### src/rtl/div_binary_seq_pkg.sv
// Shared arithmetic-unit definitions for the sequential divider: default widths and FSM encoding.
package div_binary_seq_pkg;

    localparam int unsigned DIV_DW = 8;
    localparam int unsigned DIV_VW = 4;
    localparam int unsigned DIV_CW = $clog2(DIV_DW);

    typedef enum logic [1:0] {
        ST_IDLE = 2'd0,
        ST_CALC = 2'd1,
        ST_DONE = 2'd2
    } state_t;

endpackage

### src/rtl/div_step.sv
// One restoring division step: shift in the next dividend bit, subtract the divisor if it fits.
module div_step #(
    parameter int unsigned VW = 4
) (
    input  logic [VW-1:0] rem,
    input  logic          msb,
    input  logic [VW-1:0] divisor,
    output logic [VW-1:0] rem_next,
    output logic          qbit
);

    // One extra bit so the shifted partial remainder never overflows before the compare.
    logic [VW:0] t;

    assign t        = {rem, msb};
    assign qbit     = (t >= {1'b0, divisor});
    assign rem_next = qbit ? VW'(t - {1'b0, divisor}) : t[VW-1:0];

endmodule

### src/rtl/div_binary_seq.sv
// Sequential restoring divider, one quotient bit per clock, with start/ready/done handshake.
module div_binary_seq
    import div_binary_seq_pkg::*;
#(
    parameter int unsigned DW = DIV_DW,
    parameter int unsigned VW = DIV_VW
) (
    input  logic          clk,
    input  logic          rst,
    input  logic          start,
    input  logic [DW-1:0] dividend,
    input  logic [VW-1:0] divisor,
    output logic          ready,
    output logic          done,
    output logic [DW-1:0] q,
    output logic [VW-1:0] r,
    output logic          dbz
);

    localparam int unsigned CW = $clog2(DW);

    state_t        state, state_n;
    logic [VW-1:0] rem, rem_n;
    logic [VW-1:0] dvs, dvs_n;
    logic [DW-1:0] quo, quo_n;
    logic [CW-1:0] cnt, cnt_n;
    logic          ready_n, done_n, dbz_n;
    logic [DW-1:0] q_n;
    logic [VW-1:0] r_n;
    logic [VW-1:0] step_rem;
    logic          step_qbit;

    div_step #(.VW(VW)) u_step (
        .rem      (rem),
        .msb      (quo[DW-1]),
        .divisor  (dvs),
        .rem_next (step_rem),
        .qbit     (step_qbit)
    );

    // Next-state and next-register logic; results only move on the transition into DONE.
    always_comb begin
        state_n = state;
        rem_n   = rem;
        dvs_n   = dvs;
        quo_n   = quo;
        cnt_n   = cnt;
        q_n     = q;
        r_n     = r;
        dbz_n   = dbz;
        case (state)
            ST_IDLE: begin
                if (start) begin
                    dvs_n = divisor;
                    if (divisor == '0) begin
                        state_n = ST_DONE;
                        q_n     = '1;
                        r_n     = '0;
                        dbz_n   = 1'b1;
                    end else begin
                        state_n = ST_CALC;
                        rem_n   = '0;
                        quo_n   = dividend;
                        cnt_n   = CW'(DW - 1);
                    end
                end
            end
            ST_CALC: begin
                rem_n = step_rem;
                quo_n = {quo[DW-2:0], step_qbit};
                if (cnt == '0) begin
                    state_n = ST_DONE;
                    q_n     = {quo[DW-2:0], step_qbit};
                    r_n     = step_rem;
                    dbz_n   = 1'b0;
                end else begin
                    cnt_n = cnt - CW'(1);
                end
            end
            ST_DONE: state_n = ST_IDLE;
            default: state_n = ST_IDLE;
        endcase
        ready_n = (state_n == ST_IDLE);
        done_n  = (state_n == ST_DONE);
    end

    always_ff @(posedge clk) begin
        if (rst) begin
            state <= ST_IDLE;
            rem   <= '0;
            dvs   <= '0;
            quo   <= '0;
            cnt   <= '0;
            ready <= 1'b1;
            done  <= 1'b0;
            q     <= '0;
            r     <= '0;
            dbz   <= 1'b0;
        end else begin
            state <= state_n;
            rem   <= rem_n;
            dvs   <= dvs_n;
            quo   <= quo_n;
            cnt   <= cnt_n;
            ready <= ready_n;
            done  <= done_n;
            q     <= q_n;
            r     <= r_n;
            dbz   <= dbz_n;
        end
    end

endmodule

### config.mk
export PLATFORM = sky130hd
export DESIGN_NAME = div_binary_seq
export DESIGN_NICKNAME = d
export VERILOG_FILES = /design/src/rtl/div_binary_seq_pkg.sv /design/src/rtl/div_step.sv /design/src/rtl/div_binary_seq.sv
export SDC_FILE = /design/constraint.sdc
export NUM_CORES = 1
export LEC_CHECK = 0
export ABC_AREA = 1
export CORE_ASPECT_RATIO = 1.25
export CORE_MARGIN = 4
export CORE_UTILIZATION = 45
export DETAILED_ROUTE_END_ITERATION = 10
export GPL_ROUTABILITY_DRIVEN = 0
export PLACE_DENSITY = 0.68
export SYNTH_ARGS = -nofsm -noshare
export SYNTH_HDL_FRONTEND = slang
export SYNTH_HIERARCHICAL = 1
export SYNTH_SLANG_ARGS = --single-unit
### constraint.sdc
create_clock -name clk -period 1.87 [get_ports clk]
set_clock_uncertainty 0.1 [all_clocks]
set_input_delay 0.374 -clock clk [delete_from_list [all_inputs] [get_ports clk]]
set_output_delay 0.374 -clock clk [all_outputs]
set_load 0.1 [all_outputs]
After elaboration in Yosys (flattened, before gate mapping)
Cells that the tools add are included.

storage, ports and cells
  flip-flop bits (word level) = 36
  bits in latches = 0
  memory bits (writable) = 0
  ROM bits = 0
  output and inout bits = 15
  logic and storage cells = 56
  memories = 0

cells by class
  add/subtract/negate cells = 2
  $mul = 0
  divide/modulo/power cells = 0
  $lt $le $gt $ge = 1
  equal/unequal tests = 7
  shift-type cells = 0
  mux-type cells = 27
  bitwise logic cells = 0
  reduce and logical (&&, ||, !) cells = 9

operators by type and width
  kind                                              count
  two-way mux 8 bit                                 5
  one-hot mux 8 bit (2 select lines)                2
  two-way mux 4 bit                                 6
  one-hot mux 4 bit (2 select lines)                2
  inequality test 2 bit, second input constant      5
  two-way mux 3 bit                                 3
  AND reduction 4 bit                               2
  two-way mux 2 bit                                 3
  one-hot mux 3 bit (2 select lines)                1
  >= comparator 5 x 4 -> 1 bit                      1
  logical NOT 2 bit                                 2
  logical NOT 4 bit                                 1
  one-hot mux 2 bit (2 select lines)                1
  subtractor 4 bit                                  1
  logical NOT 3 bit                                 1
  two-way mux 1 bit                                 3
  AND reduction 3 bit                               1
  subtractor 3 x 1 -> 3 bit, second input constant  1
  == test 2 x 1 -> 1 bit, second input constant     1
  == test 2 bit, second input constant              1
  one-hot mux 1 bit (2 select lines)                1
  AND reduction 2 bit                               1
  nonzero test 2 bit                                1

Logic depth before layout (Yosys ltp)
Gate-level depths: netlist of run 1.

  word-level depth = 5
  mapped depth = 13

By module
Netlist of run 1, hierarchy kept.

modules (own cells, without submodules)
  module          instances  cells an instance  area an instance (sq um)  seq. area each (sq um)
  div_binary_seq  1          255                1724.2                    720.7
  div_step        1          39                 254.0                     0.0

Worst setup path after synthesis of run 1
Ideal clock, no wire load.

  path type = register -> register
  start point = register quo[7]
  end point = register rem[2]
  data arrival time = 1.464 ns
  required time = 1.700 ns
  setup slack = 0.236 ns
  stages on the path, launching flop included = 11
  path buffers = 0
  cells stage by stage = dfxtp_1 > inv_1 > ha_1 > fa_1 > xnor2_1 > nand2_1 > nand2_1 > inv_1 > nor2_1 > inv_1 > a21oi_1

on the way
  word-level cells in the longest chain between the ends = 3

ends and longest elaborated chain
  what                                                                     RTL line                        text
  from (decl)                                                              div_binary_seq.sv:25            logic [DW-1:0] quo, quo_n;
  from (signal assigned)                                                   div_binary_seq.sv:103           quo <= quo_n;
  subtractor 4 bit / >= comparator 5 x 4 -> 1 bit (equally long branches)  div_step.sv:17, div_step.sv:16
  two-way mux 4 bit *                                                      div_step.sv:17                  assign rem_next = qbit ? VW'(t - {1'b0, divisor}) : t[VW-1:0];
  via step_rem[2]                                                          div_binary_seq.sv:30            logic [VW-1:0] step_rem;
  one-hot mux 4 bit (2 select lines) *                                     div_binary_seq.sv:51            case (state)
  to (signal assigned)                                                     div_binary_seq.sv:101           rem <= rem_n;
  to (decl)                                                                div_binary_seq.sv:23            logic [VW-1:0] rem, rem_n;

Mark *: on every way through the listed nets, which the timed path passes. The rest lies on a longest branch.
A chain may end at the register's enable or synchronous reset.

Final worst setup path of run 1
  start point = register quo[7]
  end point = register r[2]

on the way
  word-level cells in the longest chain between the ends = 4

ends and longest elaborated chain
  what                                                                     RTL line                        text
  subtractor 4 bit / >= comparator 5 x 4 -> 1 bit (equally long branches)  div_step.sv:17, div_step.sv:16
  two-way mux 4 bit *                                                      div_step.sv:17
  via step_rem[2]                                                          div_binary_seq.sv:30
  two-way mux 4 bit *                                                      div_binary_seq.sv:71            if (cnt == '0) begin
  one-hot mux 4 bit (2 select lines) *                                     div_binary_seq.sv:51
  to (signal assigned)                                                     div_binary_seq.sv:108           r <= r_n;
  to (decl)                                                                div_binary_seq.sv:16            output logic [VW-1:0] r,

Mark *: on every way through the listed nets, which the timed path passes. The rest lies on a longest branch. The select of a mux whose other input is x is not followed.

==> results of run 1 <==
how the worst max path moves through the flow:
| stage | startpoint | endpoint | slack, ns | cells past startpoint |
|---|---|---|---|---|
| 2_1_floorplan | quo[7]$_SDFFE_PP0P_ | rem[2]$_SDFFE_PP0P_ | 0.24 | 10 |
| 3_5_place_dp | dvs[2]$_SDFFE_PP0P_ | rem[3]$_SDFFE_PP0P_ | 0.06 | 11 |
| 3_3_place_gp | divisor[1] | q[6]$_SDFFE_PP0P_ | 0.10 | 8 |
| 5_1_grt | quo[7]$_SDFFE_PP0P_ | r[2]$_SDFFE_PP0P_ | -0.03 | 10 |
| 4_1_cts | dvs[2]$_SDFFE_PP0P_ | rem[3]$_SDFFE_PP0P_ | 0.04 | 11 |
| 6_report | quo[7]$_SDFFE_PP0P_ | r[2]$_SDFFE_PP0P_ | 0.07 | 10 |
cells by family (layout without fill, tap and decap cells):
group | count (synthesis) | count (layout)
fa+ha+maj | 7 | 7
flops | 36 | 36
compound gates | 33 | 33
xor+xnor | 1 | 1
simple gates | 138 | 138
buf+inv | 79 | 112
stage by stage:
step	TNS (ns)	hold slack [ns]	util [%]
4_1_cts	0	0.379	61.8
3_5_place_dp	0	0.361	59.5
6_report	0	0.374	62.4
5_1_grt	-0.0287	0.393	62.4
3_3_place_gp	0	0.356	59.5
2_1_floorplan	0	0.342	-
repair_timing:
| action | 4_1_cts | 5_1_grt |
|---|---|---|
| endpoints found under the hold margin | 0 | 0 |
| resized for setup | 0 | 9 |
| setup endpoints to repair | 0 | 10 |
| setup buffers | 0 | 0 |
state kept, by name, indices dropped and copies added (netlist names), 2 cells and up:
name,flops
q,8
quo,8
dvs,4
r,4
rem,4
cnt,3
state,2
tightest hold or removal path, stage by stage, from the launching register on:
cell	delay, ns
sky130_fd_sc_hd__dfxtp_1	0.31
sky130_fd_sc_hd__nand3_1	0.07
sky130_fd_sc_hd__nand2_1	0.05
power by group through the flow:
stage | clock network [W] | logic [W] | registers [W]
6_report | 0.000587 | 0.00108 | 0.000926
5_1_grt | 0.000634 | 0.00118 | 0.000938
4_1_cts | 0.000597 | 0.00106 | 0.000924
3_5_place_dp | 0 | 0.00106 | 0.000940
3_3_place_gp | 0 | 0.00104 | 0.000940
2_1_floorplan | 0 | 0.000510 | 0.00118
final cells by class:
type                    instances  area (um^2)  share of cell area, %
multi-input cells             179          952                   36.6
flip-flops and latches         36          726                   27.9
repair buffers                 37          500                   19.2
inverters                      68          255                   9.82
clock buffers                   7         96.3                   3.71
well taps                      56         70.1                   2.69
per-layer routing:
metal,share of wire [%],vias up
met5,0,-
met4,1.5,0
met3,3.9,7
met2,51,26
met1,43,790
li1,-,957
Yosys cell counts:
library cell,count
sky130_fd_sc_hd__nor2_1,23
sky130_fd_sc_hd__nor2_2,1
sky130_fd_sc_hd__inv_1,65
sky130_fd_sc_hd__inv_2,3
sky130_fd_sc_hd__nand3b_1,1
sky130_fd_sc_hd__nand4_1,9
sky130_fd_sc_hd__buf_2,4
sky130_fd_sc_hd__buf_6,3
sky130_fd_sc_hd__nand3_2,1
sky130_fd_sc_hd__buf_4,1
sky130_fd_sc_hd__xnor2_1,1
sky130_fd_sc_hd__ha_1,6
sky130_fd_sc_hd__nand3_1,22
sky130_fd_sc_hd__nor2_4,5
sky130_fd_sc_hd__a21oi_1,17
sky130_fd_sc_hd__or2_4,1
sky130_fd_sc_hd__clkbuf_1,3
sky130_fd_sc_hd__nand2_2,3
sky130_fd_sc_hd__o21ai_0,14
sky130_fd_sc_hd__nand2_1,69
sky130_fd_sc_hd__dfxtp_1,36
sky130_fd_sc_hd__fa_1,1
sky130_fd_sc_hd__a21oi_2,2
sky130_fd_sc_hd__nand2_4,3
==> metrics.md, run 1 <==
| Metric | Value |
|---|---|
| Run status | `finished, final reports clean` |
| Total vias in the final route | `1780` |
| Startpoint of the tightest hold check path | `cnt[1]$_SDFFE_PP0P_` |
| Proportion of synthesized area in mux cells | `0%` |
| Ranking of synthesized cells by area | `sky130_fd_sc_hd__dfxtp_1 36%, sky130_fd_sc_hd__nand2_1 13%, sky130_fd_sc_hd__inv_1 12%, sky130_fd_sc_hd__nand3_1 5.6%, sky130_fd_sc_hd__nor2_1 4.4%` |
| Internal Power | `0.00158 W` |
| Drt total wl | `4.21 mm` |
| Maximum clock frequency | `0.557 GHz` |
| Post-layout power | `0.00260 W` |
| Cell taking the most area after synthesis | `sky130_fd_sc_hd__dfxtp_1` |
| Required time at the endpoint of the critical path | `1.98 ns` |
| Launch point of the worst reg-to-reg path | `quo[7]$_SDFFE_PP0P_` |
| # rows | `26` |
| Inserted Diodes | `0` |
| First-pass GRT wire length | `7.22 mm` |
| Lkg Pwr | `1.29 nW` |
| Routing usage on met3 | `3.65%` |
| Number of DRC markers in iteration 0 | `106` |
| Count of cell types in the netlist | `24` |
| Slew Limit Headroom | `62.5%` |
| Share of the yosys chip area belonging to registers | `36.4%` |
| Xor/xnor cell area share of the yosys netlist | `0.443%` |
| Fraction of final layout cells sized beyond drive strength 1 | `17.7%` |
| Most used routing layer | `met2` |
| Number of setup violations in the final report | `0` |
| Cell family with most CP delay | `adder cells` |
| Synth Area in Compound Gates | `8.73%` |
| Portion of total power attributed to sequential cells | `35.7%` |
| Total nets after synthesis | `316` |
| Startpoint Class | `flip-flop` |
| Slew at the pin with the worst max-slew slack | `0.562 ns` |
| CTS clock-pin slew for the worst setup and hold paths | `0.07 ns` |
| Net switching fraction of the power | `39.3%` |
| Final net count | `349` |
| Power density over the cells | `998 mW/mm^2` |
| Ratio of routed vias to standard cells | `4.65` |
| Number of clock buffers inserted by TritonCTS | `5` |
| Crit path kind | `reg2reg` |
| Effective utilization at floorplan | `47.5%` |
| Critical path arrival | `1.91 ns` |
| Number of levels the H-tree was split into | `2` |
| Setup crit end kind | `flip-flop` |
| Leading cell type in the layout, fill and taps excluded | `sky130_fd_sc_hd__nand2_1` |
| Routed length per placed instance | `11.0 um` |
| CTS tree | `built` |
| Terminus of the critical flop-to-flop path | `r[2]$_SDFFE_PP0P_` |
| Number of remaining DRC errors | `0` |
| Dominant combinational cell family by area after synthesis | `simple AND/OR/NAND/NOR gates` |
| Time the final worst path needs with I/O delays and setup | `1.80 ns` |
| Post-Synth Adder-Cell Area | `4.81%` |
| Slowest-stage cell, CP | `sky130_fd_sc_hd__fa_1` |
| Highest ir drop seen on vdd | `0.677 mV` |
| Placed wire-length estimate | `3.09 mm` |
| Setup slack at placement | `0.0559 ns` |
| Number of port buffers | `29` |
| Final standard cell count with taps included and fillers excluded | `383` |
| Warning count from the yosys run | `6` |
| Number of storage elements in the synthesis netlist | `36` |
| Number of buffers and inverters on the critical path | `2` |
| Number of global-route vias before repair | `1659` |
| Fill cell count | `383` |
| Gate Count Post-Synth | `294` |
| Die extent in x | `67.3 um` |
| Number of maximum-capacitance constraint violations | `0` |
| Maximum number of pins on one net before global-route repair | `31` |
| Placed Cells | `376` |
| Summed instance area of the synthesized netlist | `0.00198 mm^2` |
| I/O pin count | `30` |
| Reg2Reg Depth | `10` |
| Maximum root-to-sink buffer count | `2` |
| Clk sinks | `36` |
| Critical-path maximum fanout | `2` |
| Class of the tightest hold or removal check | `reg2reg` |
| Die Area | `0.00553 mm^2` |
| Share of the cycle needed by the critical path after routing | `96.1%` |
| Portion of total power attributed to combinational logic | `41.7%` |
| Synthesis-to-finish area growth | `31.4%` |
| Area after detailed placement | `0.00248 mm^2` |
| Area share of the largest cell type after synthesis | `36.4%` |
| Number of max-slew violations in the final report | `0` |
| Global-route track usage on met2 | `28.7%` |
| Commonest cells after routing, fill and taps aside | `68 x sky130_fd_sc_hd__nand2_1, 65 x sky130_fd_sc_hd__inv_1, 32 x sky130_fd_sc_hd__dfxtp_1` |
| Clk Latency, worst-skew pair | `0.28 ns` |
| Simple-gate share of the synthesized area | `33.0%` |
| First-pass iteration count of the detailed router | `4` |
| Worst path max stage delay | `0.40 ns` |
| Number of buffers inserted for hold repair after clock tree synthesis | `0` |
| Initial antenna violation count | `0` |
| Finished layout cell area | `0.00260 mm^2` |
| Worst hold endpoint | `cnt[1]$_SDFFE_PP0P_` |
| Post-Syn Area per Cell | `6.73 um^2` |
| P_sw | `0.00102 W` |
| Grt met1 use | `20.5%` |
| Reg-to-reg setup timing slack | `0.07 ns` |
| Clock tree root buffer cell | `sky130_fd_sc_hd__clkbuf_8` |
| GRT Overall Usage | `16.8%` |
| Final hold viol count | `0` |
| Proportion of power drawn by the clock network | `22.6%` |
| Hold Crit Depth | `2` |
| Antenna violation net count after detailed routing | `0` |
| Core region area | `0.00416 mm^2` |
| Sum of overflow across all layers after global routing | `0` |
| CP cell instances | `inv_1 > ha_1 > fa_1 > xnor2_1 > nand2_1 > nand2_1 > inv_1 > nor2_2 > nor2_1 > nor2_1` |
| Final setup margin | `0.0733 ns` |
| Vertical die dimension | `82.1 um` |
Power figures use the tool's default switching activity.
==> run 2: changes to the inputs <==
--- a/config.mk
+++ b/config.mk
@@ -9,6 +9,7 @@
 export CORE_ASPECT_RATIO = 1.25
 export CORE_MARGIN = 4
 export CORE_UTILIZATION = 45
+export CTS_CLUSTER_SIZE = 25
 export DETAILED_ROUTE_END_ITERATION = 10
 export GPL_ROUTABILITY_DRIVEN = 0
 export PLACE_DENSITY = 0.68
==> results of run 2 <==
No change in the layout: final DEF, timing and power equal those of run 1.
==> run 3: changes to the inputs <==
--- a/config.mk
+++ b/config.mk
@@ -13,6 +13,7 @@
 export DETAILED_ROUTE_END_ITERATION = 10
 export GPL_ROUTABILITY_DRIVEN = 0
 export PLACE_DENSITY = 0.68
+export RECOVER_POWER = 25
 export SYNTH_ARGS = -nofsm -noshare
 export SYNTH_HDL_FRONTEND = slang
 export SYNTH_HIERARCHICAL = 1
==> run 3 against run 2 <==
  * Hold slack lost 0.0043 ns
  * Sequential cell count stayed put
  * Wire length grew 0.62%
  * Sequential share of layout area grew 1.9 points
  * Via count grew 0.28%
  * Fmax about the same
  * Register-to-register slack hardly changed
  * Cell area decreased by 6.4%
  * Final cell count unchanged
  * Clock-buffer cell count is the same
  * Worst setup slack worse by 0.00096 ns
  * Critical path type unchanged
  * Critical endpoint unchanged
  * Largest cell class unchanged
  * Largest power group unchanged
  * Highest routed layer unchanged
==> metrics.md, run 3 (synthesized netlist as in run 1, its figures left out) <==
| Metric | Value |
|---|---|
| Vertical die dimension | `82.1 um` |
| Placed wire-length estimate | `3.09 mm` |
| Fill cell count | `403` |
| Number of max-slew violations in the final report | `0` |
| Antenna violation net count after detailed routing | `0` |
| First-pass GRT wire length | `7.22 mm` |
| Maximum root-to-sink buffer count | `2` |
| Class of the tightest hold or removal check | `reg2reg` |
| Power density over the cells | `1030 mW/mm^2` |
| Total vias in the final route | `1785` |
| Final net count | `349` |
| P_sw | `0.00101 W` |
| Net switching fraction of the power | `40.2%` |
| Effective utilization at floorplan | `47.5%` |
| CTS clock-pin slew for the worst setup and hold paths | `0.07 ns` |
| Core region area | `0.00416 mm^2` |
| Biggest regs | `q (8), quo (8)` |
| Slew Limit Headroom | `62.4%` |
| Critical-path maximum fanout | `2` |
| Die extent in x | `67.3 um` |
| Launch point of the worst reg-to-reg path | `quo[7]$_SDFFE_PP0P_` |
| Clk sinks | `36` |
| Required time at the endpoint of the critical path | `1.98 ns` |
| # rows | `26` |
| Synthesis-to-finish area growth | `23.1%` |
| Portion of total power attributed to combinational logic | `40.1%` |
| Leading cell type in the layout, fill and taps excluded | `sky130_fd_sc_hd__nand2_1` |
| Startpoint Class | `flip-flop` |
| Worst hold endpoint | `dbz$_SDFFE_PP0P_` |
| Time the final worst path needs with I/O delays and setup | `1.80 ns` |
| Maximum clock frequency | `0.556 GHz` |
| Ratio of routed vias to standard cells | `4.66` |
| Initial antenna violation count | `0` |
| Post-layout util | `58.5%` |
| Proportion of power drawn by the clock network | `23.5%` |
| Drt total wl | `4.24 mm` |
| Run status | `finished, final reports clean` |
| Commonest cells after routing, fill and taps aside | `68 x sky130_fd_sc_hd__nand2_1, 65 x sky130_fd_sc_hd__inv_1, 32 x sky130_fd_sc_hd__dfxtp_1` |
| Hold Crit Depth | `2` |
| Crit path kind | `reg2reg` |
| Final setup margin | `0.0723 ns` |
| Area of the multi-input gates | `952 um^2` |
| Lkg Pwr | `1.25 nW` |
| Number of global-route vias before repair | `1659` |
| FF+latch area | `726 um^2` |
| I/O pin count | `30` |
| First-pass iteration count of the detailed router | `4` |
| Terminus of the critical flop-to-flop path | `r[2]$_SDFFE_PP0P_` |
| Number of setup violations in the final report | `0` |
| Fraction of final layout cells sized beyond drive strength 1 | `17.7%` |
| Reg-to-reg setup timing slack | `0.07 ns` |
| Critical path arrival | `1.91 ns` |
| Slew at the pin with the worst max-slew slack | `0.563 ns` |
| Number of levels the H-tree was split into | `2` |
| Number of port buffers | `29` |
| Inserted Diodes | `0` |
| Highest ir drop seen on vdd | `0.671 mV` |
| Number of DRC markers in iteration 0 | `114` |
| Sum of overflow across all layers after global routing | `0` |
| Maximum number of pins on one net before global-route repair | `31` |
| Startpoint of the tightest hold check path | `dbz$_SDFFE_PP0P_` |
| Internal Power | `0.00150 W` |
| Portion of total power attributed to sequential cells | `36.4%` |
| Die Area | `0.00553 mm^2` |
| GRT Overall Usage | `16.8%` |
| Clock tree root buffer cell | `sky130_fd_sc_hd__clkbuf_8` |
| Setup crit end kind | `flip-flop` |
| Setup slack at placement | `0.0559 ns` |
| Routed length per placed instance | `11.1 um` |
| Clk Latency, worst-skew pair | `0.28 ns` |
| Reg2Reg Depth | `10` |
| Number of maximum-capacitance constraint violations | `0` |
| Number of remaining DRC errors | `0` |
| CTS tree | `built` |
| Share of the cycle needed by the critical path after routing | `96.1%` |
| Final hold viol count | `0` |
| Number of clock buffers inserted by TritonCTS | `5` |
-- run 3: cell types whose count changed in the layout (fill, tap and decap cells not counted), sizes merged --
| cell | before | now |
|---|---|---|
| buf | 23 | 12 |
| clkdlybuf4s50 | 14 | 13 |
| clkbuf | 7 | 18 |
| dlygate4sd3 | 0 | 1 |
-- run 3: how the worst max path moves through the flow --
stage | start | to | slack, ns | cells after the start
after floorplan | quo[7]$_SDFFE_PP0P_ | rem[2]$_SDFFE_PP0P_ | 0.24 | 10
after global placement | divisor[1] | q[6]$_SDFFE_PP0P_ | 0.10 | 8
after detailed placement | dvs[2]$_SDFFE_PP0P_ | rem[3]$_SDFFE_PP0P_ | 0.06 | 11
after CTS | dvs[2]$_SDFFE_PP0P_ | rem[3]$_SDFFE_PP0P_ | 0.04 | 11
after global routing | quo[7]$_SDFFE_PP0P_ | r[2]$_SDFFE_PP0P_ | -0.03 | 10
final | quo[7]$_SDFFE_PP0P_ | r[2]$_SDFFE_PP0P_ | 0.07 | 10
-- run 3: area by class of cell --
class,instances,share of cell area (%)
clock buffers,7,3.96
inverters,68,10.5
multi-input cells,179,39.1
flip-flops and latches,36,29.8
well taps,56,2.88
repair buffers,37,13.8
-- run 3: power groups by stage --
| stage | registers (W) | clock network, W | logic, W |
|---|---|---|---|
| 6_report | 0.000911 | 0.000587 | 0.00100 |
| 5_1_grt | 0.000924 | 0.000634 | 0.00110 |
| 4_1_cts | 0.000924 | 0.000597 | 0.00106 |
| 3_5_place_dp | 0.000940 | 0 | 0.00106 |
| 3_3_place_gp | 0.000940 | 0 | 0.00104 |
| 2_1_floorplan | 0.00118 | 0 | 0.000510 |
-- run 3: per-stage QoR --
step	cell area [um^2]	hold slack (ns)	std cells	TNS (ns)	total power [W]
2_1_floorplan	1980	0.342	294	0	0.00169
3_3_place_gp	2480	0.356	376	0	0.00198
3_5_place_dp	2480	0.361	376	0	0.00200
4_1_cts	2570	0.379	383	0	0.00258
5_1_grt	2430	0.393	383	-0.0287	0.00266
6_report	2430	0.370	383	0	0.00250
-- run 3: timing repair --
| action | in CTS | in global routing |
|---|---|---|
| hold buffers | 0 | 0 |
| buffers inserted | 0 | 0 |
| gates resized for setup | 0 | 9 |
| setup endpoints to repair | 0 | 10 |
-- run 3: metal layers --
metal / vias up / wire [um] / global-route usage [%]
li1: 957 / - / -
met1: 794 / 1840 / 20.5
met2: 27 / 2150 / 28.7
met3: 7 / 178 / 3.65
met4: 0 / 62 / 6.09
met5: - / 0 / 0
-- run 3: critical path: stages (launching register included) --
cell	delay, ns
sky130_fd_sc_hd__dfxtp_2	0.33
sky130_fd_sc_hd__inv_1	0.04
sky130_fd_sc_hd__ha_1	0.20
sky130_fd_sc_hd__fa_1	0.40
sky130_fd_sc_hd__xnor2_1	0.19
sky130_fd_sc_hd__nand2_1	0.07
sky130_fd_sc_hd__nand2_1	0.06
sky130_fd_sc_hd__inv_1	0.04
sky130_fd_sc_hd__nor2_2	0.11
sky130_fd_sc_hd__nor2_1	0.07
sky130_fd_sc_hd__nor2_1	0.13
==> RTL edit: new RTL, settings of run 3 <==
The package constant `DIV_DW` goes from 8 to 16.
--- a/src/rtl/div_binary_seq_pkg.sv
+++ b/src/rtl/div_binary_seq_pkg.sv
@@ -3,3 +3,3 @@
 
-    localparam int unsigned DIV_DW = 8;
+    localparam int unsigned DIV_DW = 16;
     localparam int unsigned DIV_VW = 4;
Ports: changed (resized dividend and q); port bits go from 30 to 46. The function was not compared with the original's and may differ.
==> RTL edit against run 3 <==
  * Wire length grew 38%
  * Area after synthesis is 41% higher
  * Via count up 34%
  * Non-clock buffer count up 18
  * Setup slack improved by 50 ps
  * Critical path type unchanged
  * Power up 36%
  * Sequential cell count is 17 higher
  * Design area increased by 40%
  * Clock power grew 15%
==> RTL edit: results (changes against run 3) <==
[run_status]
status = finished clean

[grt]
grt_util_all_layers_pct = 16.52  ; -0.25 points
antenna_found_initial = 0  ; unchanged
grt_max_degree = 29  ; -6.5%
grt_pass1_wl_um = 9949  ; +38%
first_global_vias = 2252  ; +36%

[logic_synthesis]
avgSynthCellArea_um2 = 7.297  ; +8.5%
synthArstFlopShare_pct = 0  ; unchanged
seq_area_frac_synth_pct = 38.16  ; +1.7 points
syn-num-nets = 410  ; +30%
ys_warn_count = 6  ; unchanged
yosysUniqueCellTypes = 31  ; +29%
netlist_top_cells_count = 83 x nand2_1, 53 x dfxtp_1, 42 x inv_1
synth.area.top_cells = dfxtp_1 38%, nand2_1 11%, nand3_1 5.9%, inv_1 5.7%, nor2_1 5.1%

[finish]
fin_cells = 507  ; +32%
n_antenna_cell = 0  ; unchanged
drive_above_1_share_pct = 20.24  ; +2.5 points
nets = 453  ; +30%
reg_top3 = q (16), quo (16)

[clocking]
clk_pin_slew_ps = 100  ; +30 ps
cts_max_level = 2  ; unchanged
root_buffer = clkbuf_8
cts_buffers = 5  ; unchanged
clk_latency_ps = 310  ; +30 ps

[setup_path]
arrival_ps = 1860  ; -50 ps
crit_path_max_incr_delay_ps = 390
crit_slowest_cell = fa_1
crit_fanout = 3  ; +1
crit_family = adder cells
cp-start-kind = flop
reg2reg_from = quo[15]$_SDFFE_PP0P_

[placement]
dp_hpwl_um = 4226  ; +37%
io_buffer_count = 45  ; +55%
placed_cells = 499  ; +33%
post-place-ws_ps = -62.59  ; -118.5 ps
place_area_um2 = 3516  ; +42%

[route]
drt_iter0_drc = 170  ; +49%
wl_per_cell_um = 11.54  ; +4.4%
num_vias = 2398  ; +34%
dr.pass1.iters = 4  ; unchanged

[worst_hold_path]
hold_path.class = reg2reg
hold_start = dbz$_SDFFE_PP0P_

[power_and_ir_drop]
ir_drop_v = 0.0004118  ; -39%
switching_share_pct = 42.33  ; +2.1 points
clk-power_uw = 676  ; +15%
p_seq_mw = 1.35  ; +48%
fin_total_pwr_mw = 3.406  ; +36%
leakagePower_nw = 1.561  ; +25%

[timing]
worstMarginPinSlew_ps = 550.4  ; -12.41 ps

## RTL edit: changes by cell type after synthesis, moves of 3 or more
cell,delta
dfxtp_1,+17
nand3_1,+11
nor2_1,+15
nand4_1,+7
o21ai_0,+7
inv_1,-23
nor2_4,+7
a21oi_1,+6
nand2_1,+14
nor2_2,+12
buf_2,+3
nor2_8,+3
## RTL edit: area by class of cell
type / instances / area (um^2)
tap: 82 / 102.6
sequential: 53 / 1064
clock inverter: 3 / 25.02
fill: 574 / 2487
clock buffer: 5 / 68.82
timing repair buffer: 55 / 541.8
inverter: 49 / 193.9
multi-input combinational: 260 / 1413
## RTL edit: final timing paths
path | end | slack (ps) | depth (start not counted)
min | dbz$_SDFFE_PP0P_ | 380 | 2
max | r[2]$_SDFFE_PP0P_ | 120 | 10
min reg2reg | dbz$_SDFFE_PP0P_ | 380 | 2
max reg2reg | r[2]$_SDFFE_PP0P_ | 120 | 10
## RTL edit: kinds of logic after synthesis
family	after synthesis	synth area share [%]
AO/OA/AOI/OAI	46	8.506
XOR/XNOR	1	0.3151
adder cells (fa/ha/maj)	6	2.970
buffers and inverters	68	11.39
flip-flops	53	38.16
AND/OR/NAND/NOR	207	38.66
## RTL edit: metal layers
metal	global-route usage, %	vias to the layer above	part of all wire (%)	routed length (um)
met4	5.977	0	1.6	91
met1	19.43	1043	42	2453
met5	0	-	0	0
li1	-	1289	-	-
met2	29.93	58	51	2974
met3	3.184	8	5.7	333
## RTL edit: worst reg2reg max path, delay by kind of cell, from the launching register on
family / cells / cell delay [ps]
simple gates: 5 / 350
flops: 1 / 360
buf+inv: 2 / 100
xor+xnor: 1 / 140
fa+ha+maj: 2 / 590
## RTL edit: timing repair
action,CTS,global route
endpoints found under the hold margin,0,0
setup endpoints to repair,0,5
resized for setup,0,3
